`src/rtl/quick_pkg.sv`:
```
`default_nettype none
// +--------------------------------------------------------------------+
// | quick_pkg : shared states and constants for quick_mem               |
// | Rev 1.0                                                              |
// +--------------------------------------------------------------------+
package quick_pkg;

   typedef enum logic [0:0] {
      LOAD = 1'b0,
      RUN  = 1'b1
   } top_state_e;

   typedef enum logic [0:0] {
      WIDLE = 1'b0,
      WDATA = 1'b1
   } bus_state_e;

   localparam logic [7:0]  C_MMIO_ADDR     = 8'hFF;
   localparam int unsigned C_DEFAULT_DEPTH = 32;

endpackage
`default_nettype wire

```
`src/rtl/quick_mem_array.sv`:
```
`default_nettype none
// +--------------------------------------------------------------------+
// | quick_mem_array : DEPTH x 8 storage, async read, sync write/clear   |
// | Rev 1.0                                                              |
// +--------------------------------------------------------------------+
module quick_mem_array
   import quick_pkg::*;
#(
   parameter int unsigned DEPTH = C_DEFAULT_DEPTH
) (
   input  logic                     clk,
   input  logic                     clr_i,
   input  logic                     we_i,
   input  logic [$clog2(DEPTH)-1:0] waddr_i,
   input  logic [7:0]               wdata_i,
   input  logic [$clog2(DEPTH)-1:0] raddr_i,
   output logic [7:0]               rdata_o
);

   logic [7:0] mem_q [DEPTH];

   always_ff @(posedge clk) begin
      if (clr_i) begin
         for (int i = 0; i < int'(DEPTH); i++) begin
            mem_q[i] <= 8'h00;
         end
      end else if (we_i) begin
         mem_q[waddr_i] <= wdata_i;
      end
   end

   assign rdata_o = mem_q[raddr_i];

endmodule
`default_nettype wire

```
`src/rtl/quick_mem.sv`:
```
`default_nettype none
// +--------------------------------------------------------------------+
// | quick_mem : program-load memory and CPU bus bridge                  |
// | Optional memory-mapped port at 0xFF selected by QUICK_MEM_MMIO_EN   |
// | Rev 1.0                                                              |
// +--------------------------------------------------------------------+
module quick_mem
   import quick_pkg::*;
#(
   parameter int unsigned DEPTH = C_DEFAULT_DEPTH
) (
   input  logic       clk,
   input  logic       rst_n,
   input  logic [7:0] bus_ad,
   input  logic       mem_read,
   input  logic       mem_write,
   output logic [7:0] rd_data,
   input  logic       ld_valid,
   input  logic [7:0] ld_data,
   output logic       ld_ready,
   input  logic       ld_done,
   output logic       cpu_rst_n,
   output logic       err,
   input  logic [7:0] io_in,
   output logic [7:0] io_out
);

   localparam int unsigned     AW     = $clog2(DEPTH);
   localparam logic [AW-1:0]   C_LAST = AW'(DEPTH - 1);

   top_state_e    state_q;
   bus_state_e    bus_q;
   logic [AW-1:0] ld_ptr_q;
   logic [7:0]    wr_addr_q;
   logic          err_q;
   logic [7:0]    io_out_q;
   logic          cpu_rst_n_q;
   logic          ld_ready_q;

   logic          w_we;
   logic [AW-1:0] w_waddr;
   logic [7:0]    w_wdata;
   logic [7:0]    w_arr_rdata;
   logic          w_mmio_wr_hit;
   logic          w_mmio_rd_hit;

`ifdef QUICK_MEM_MMIO_EN
   // Only the bus path in RUN sees the port; LOAD always targets storage.
   assign w_mmio_wr_hit = (wr_addr_q == C_MMIO_ADDR);
   assign w_mmio_rd_hit = (bus_ad == C_MMIO_ADDR);
`else
   logic unused_mmio;
   assign w_mmio_wr_hit = 1'b0;
   assign w_mmio_rd_hit = 1'b0;
   assign unused_mmio   = ^{io_in, wr_addr_q};
`endif

   always_ff @(posedge clk) begin
      if (!rst_n) begin
         state_q     <= LOAD;
         bus_q       <= WIDLE;
         ld_ptr_q    <= '0;
         wr_addr_q   <= 8'h00;
         err_q       <= 1'b0;
         io_out_q    <= 8'h00;
         cpu_rst_n_q <= 1'b0;
         ld_ready_q  <= 1'b1;
      end else begin
         case (state_q)
            LOAD: begin
               if (ld_valid) begin
                  ld_ptr_q <= ld_ptr_q + 1'b1;
               end
               if (ld_done || (ld_valid && (ld_ptr_q == C_LAST))) begin
                  state_q     <= RUN;
                  cpu_rst_n_q <= 1'b1;
                  ld_ready_q  <= 1'b0;
               end
            end
            RUN: begin
               case (bus_q)
                  WIDLE: begin
                     if (mem_write) begin
                        wr_addr_q <= bus_ad;
                        bus_q     <= WDATA;
                        if (mem_read) begin
                           err_q <= 1'b1;
                        end
                     end
                  end
                  WDATA: begin
                     bus_q <= WIDLE;
                     if (mem_read || mem_write) begin
                        err_q <= 1'b1;
                     end
                     if (w_mmio_wr_hit) begin
                        io_out_q <= bus_ad;
                     end
                  end
                  default: bus_q <= WIDLE;
               endcase
            end
            default: state_q <= LOAD;
         endcase
      end
   end

   always_comb begin
      w_we    = 1'b0;
      w_waddr = '0;
      w_wdata = 8'h00;
      if (state_q == LOAD) begin
         w_we    = ld_valid;
         w_waddr = ld_ptr_q;
         w_wdata = ld_data;
      end else if (bus_q == WDATA) begin
         w_we    = !w_mmio_wr_hit;
         w_waddr = wr_addr_q[AW-1:0];
         w_wdata = bus_ad;
      end
   end

   quick_mem_array #(
      .DEPTH (DEPTH)
   ) u_array (
      .clk     (clk),
      .clr_i   (!rst_n),
      .we_i    (w_we),
      .waddr_i (w_waddr),
      .wdata_i (w_wdata),
      .raddr_i (bus_ad[AW-1:0]),
      .rdata_o (w_arr_rdata)
   );

   // A combined read+write strobe is a write, so the read path stays quiet.
   always_comb begin
      rd_data = 8'h00;
      if ((state_q == RUN) && (bus_q == WIDLE) && mem_read && !mem_write) begin
         rd_data = w_mmio_rd_hit ? io_in : w_arr_rdata;
      end
   end

   assign ld_ready  = ld_ready_q;
   assign cpu_rst_n = cpu_rst_n_q;
   assign err       = err_q;
   assign io_out    = io_out_q;

endmodule
`default_nettype wire

```
`config.mk`:
```
export PLATFORM = sky130hd
export DESIGN_NAME = quick_mem
export DESIGN_NICKNAME = d
export VERILOG_FILES = /design/src/rtl/quick_pkg.sv /design/src/rtl/quick_mem_array.sv /design/src/rtl/quick_mem.sv
export SDC_FILE = /design/constraint.sdc
export NUM_CORES = 1
export LEC_CHECK = 0
export ABC_AREA = 1
export CAP_MARGIN = 10
export CORE_UTILIZATION = 47
export DETAILED_ROUTE_END_ITERATION = 12
export PLACE_DENSITY = 0.67
export SYNTH_ARGS = -nofsm -noshare
export SYNTH_HDL_FRONTEND = slang
export SYNTH_SLANG_ARGS = --single-unit
```
`constraint.sdc`:
```
create_clock -name clk -period 2.9 [get_ports clk]
set_input_delay 0.58 -clock clk [delete_from_list [all_inputs] [get_ports clk]]
set_output_delay 0.58 -clock clk [all_outputs]
set_load 0.1 [all_outputs]
```
==> metrics.yaml <==
dpl_cell_area_um2: 13800
die_x_um: 166
layout_worst_path_cycle_share_pct: 94.1
worstSetupPathType: "reg2out"
p_per_area_nw_per_um2: 598
first_iter_violations: 893
grt_pass1_wl_um: 49500
grt_use_total_pct: 23.4
rsz0062_at_grt: "no"
end_kind: "output port"
stdcell_area_um2: 14700
vias_per_cell: 5.47
dr.pass1.iters: 9
dp_worst_setup_slack_ns: 0.0419
synth_cells: 1353
io_pins: 49
min_path_type: "reg2reg"
post_cts_buffers: 0
ys_types: 26
rr_startpoint: "state_q"
r2r_cells: 8
power.share.sequential_pct: 50.7
layout_min_cycle_time_ns: 2.73
reg2reg_slack_ns: 0.55
hp-start: "cpu_rst_n"
diodes: 0
clock.fmax_ghz: 0.366
ant_nets: 0
worst_ep_arrival_time_ns: 2.15
crit_path_cell_trace: "inv_2 -> nor3_1 -> buf_4 -> nand2_1 -> nor2_4 -> buf_12"
power.leakage_uw: 0.00601
synth_seq_cells: 271
hpwl_um: 20400
pwr-share-clk_pct: 39.0
worstPathMaxFanout: 16
cts_tree: "built"
cts_root_buf: "clkbuf_16"
clk_latency_ns: 0.55
cp.required_ns: 2.32
core_region_area_um2: 26200
chipHeight_um: 166
finalSetupViolCount: 0
cts_made_buffers: 28
ys_warn_count: 0
cts_buffer_depth: 3
final_common_cell: "nand2_1"
p_sw_uw: 2160
syn_avg_cell_area_um2: 9.34
dieArea_um2: 27600
antenna_found_initial: 0
crit_slowest_cell: "dfxtp_1"
cts.htree.levels: 1
hold_viol_final: 0
drc: 3
fin_cells: 1750
avgRoutedWirePerCell_um: 18.3
num_vias: 9576
floorplan.initialDensity_pct: 48.2
slew_violations: 0
rr_endpoint: "u_array.mem_q[22][5]"
grt_max_degree: 65
status: "finished with violations"
relSlewSlack_pct: 61.5
globalplace.congestion: 0.844
gr-total-overflow: 0
sw_frac_of_total_pct: 24.5
holdPathStages: 2
placed_cells: 1699
p_int_uw: 6640
synthesis.area_um2: 12600
comb_power_share_pct: 10.3
clk_pin_slew_ns: 0.06
ir_worst_vdd_v: 0.000561
startpoint_type: "flip-flop"
fillers: 2281
maxCapViolations: 0
drt-total-wl_um: 32000
slowest_delay_ns: 0.47
port_buffers: 32
synth_seq_area_share_pct: 63.2
fin_skew_ns: 0.0164
row_count: 59
layout_setup_ws_ns: 0.171
syn_to_final_growth_pct: 16.4
hold-path-endpoint: "cpu_rst_n"
drive_gt1_share_pct: 12.2
nets: 1427
finalSetupTns_ns: 0
grt_pass1_vias: 9171
violations: "DRC"
cts_sinks: 271
worst_slew_pin_slew_ns: 0.577
layout_common_cells: "nand2_1, nor2_1, edfxtp_1"
-- worst max-delay path by stage --
stage,startpoint,end,slack [ns],cells after the start
after floorplan,bus_ad[0],rd_data[2],0.16,11
after global placement,bus_ad[2],rd_data[7],0.06,10
after detailed placement,bus_ad[2],rd_data[7],0.04,10
after CTS,bus_ad[2],rd_data[7],0.04,10
after global routing,bus_ad[0],rd_data[7],0.05,13
final,state_q,rd_data[3],0.17,6
-- stage by stage --
stage	hold WS (ns)	power (uW)	util (%)
after floorplan	0.460	5110	-
after global placement	0.436	5430	52.7
final	0.453	8800	56.2
after CTS	0.457	8810	56.1
after global routing	0.484	9060	56.2
after detailed placement	0.446	5440	52.7
-- final cells by class --
cell class,count,area [um2],area share (%)
tap,335,419,2.85
clock buffer,32,737,5.01
clock inverter,18,134,0.909
sequential,271,7990,54.3
multi-input combinational,969,4260,28.9
timing repair buffer,97,1080,7.31
inverter,28,106,0.722
-- cell families (layout without fill, tap and decap cells) --
group                    count (synthesis)  count (layout)  share of synthesized area, %
AND/OR/NAND/NOR                        903             903                          30.2
flip-flops                             271             271                          63.2
buffers and inverters                  120             175                          3.80
AO/OA/AOI/OAI                           56              56                          2.57
adder cells (fa/ha/maj)                  2               2                         0.198
other                                    1               8                        0.0297
-- cells in the mapped netlist --
cell type / count / area (um2)
a21o_1: 1 / 7.51
a21oi_1: 11 / 55.1
a22o_1: 3 / 26.3
a22oi_1: 2 / 15.0
a22oi_4: 1 / 21.3
buf_1: 2 / 7.51
buf_4: 8 / 60.1
clkbuf_1: 82 / 308
clkinv_1: 1 / 3.75
conb_1: 1 / 3.75
dfxtp_1: 15 / 300
edfxtp_1: 256 / 7690
ha_1: 2 / 25.0
inv_1: 22 / 82.6
inv_2: 5 / 18.8
nand2_1: 363 / 1360
nand2_2: 17 / 106
nand2_4: 16 / 180
nand3_1: 178 / 891
nor2_1: 321 / 1200
nor2_4: 2 / 22.5
nor3_1: 4 / 20.0
nor3_4: 2 / 32.5
o211ai_1: 1 / 7.51
o21ai_0: 35 / 175
o21ai_2: 2 / 17.5
-- critical path, delay by kind of cell, from the launching register on --
family	cells	cell delay (ns)
simple gates	3	0.54
flops	1	0.47
buf+inv	3	0.59
-- per-layer routing --
layer  share of wire (%)  track usage [%]
met5                   0                0
met2                  49             39.9
met1                  41             31.2
met4                 2.3             7.48
met3                 8.1             2.62
-- timing repair --
item / CTS / global route
hold buffers: 0 / 0
endpoints found under the setup margin: 0 / 5
resized for setup: 0 / 2
-- power by group through the flow --
stage	clock (uW)	sequential [uW]	combinational, uW
3_5_place_dp	0	4540	897
6_report	3430	4460	909
2_1_floorplan	0	4550	557
5_1_grt	3610	4470	978
4_1_cts	3450	4460	900
3_3_place_gp	0	4540	887
-- state kept, by name (all words and copies together), names as in the netlist --
| name | cells |
|---|---|
| u_array.mem_q | 256 |
| ld_ptr_q | 5 |
| wr_addr_q | 5 |
| bus_q | 1 |
| cpu_rst_n | 1 |
| err | 1 |
| ld_ready | 1 |
| state_q | 1 |
Power figures use the tool's default switching activity.
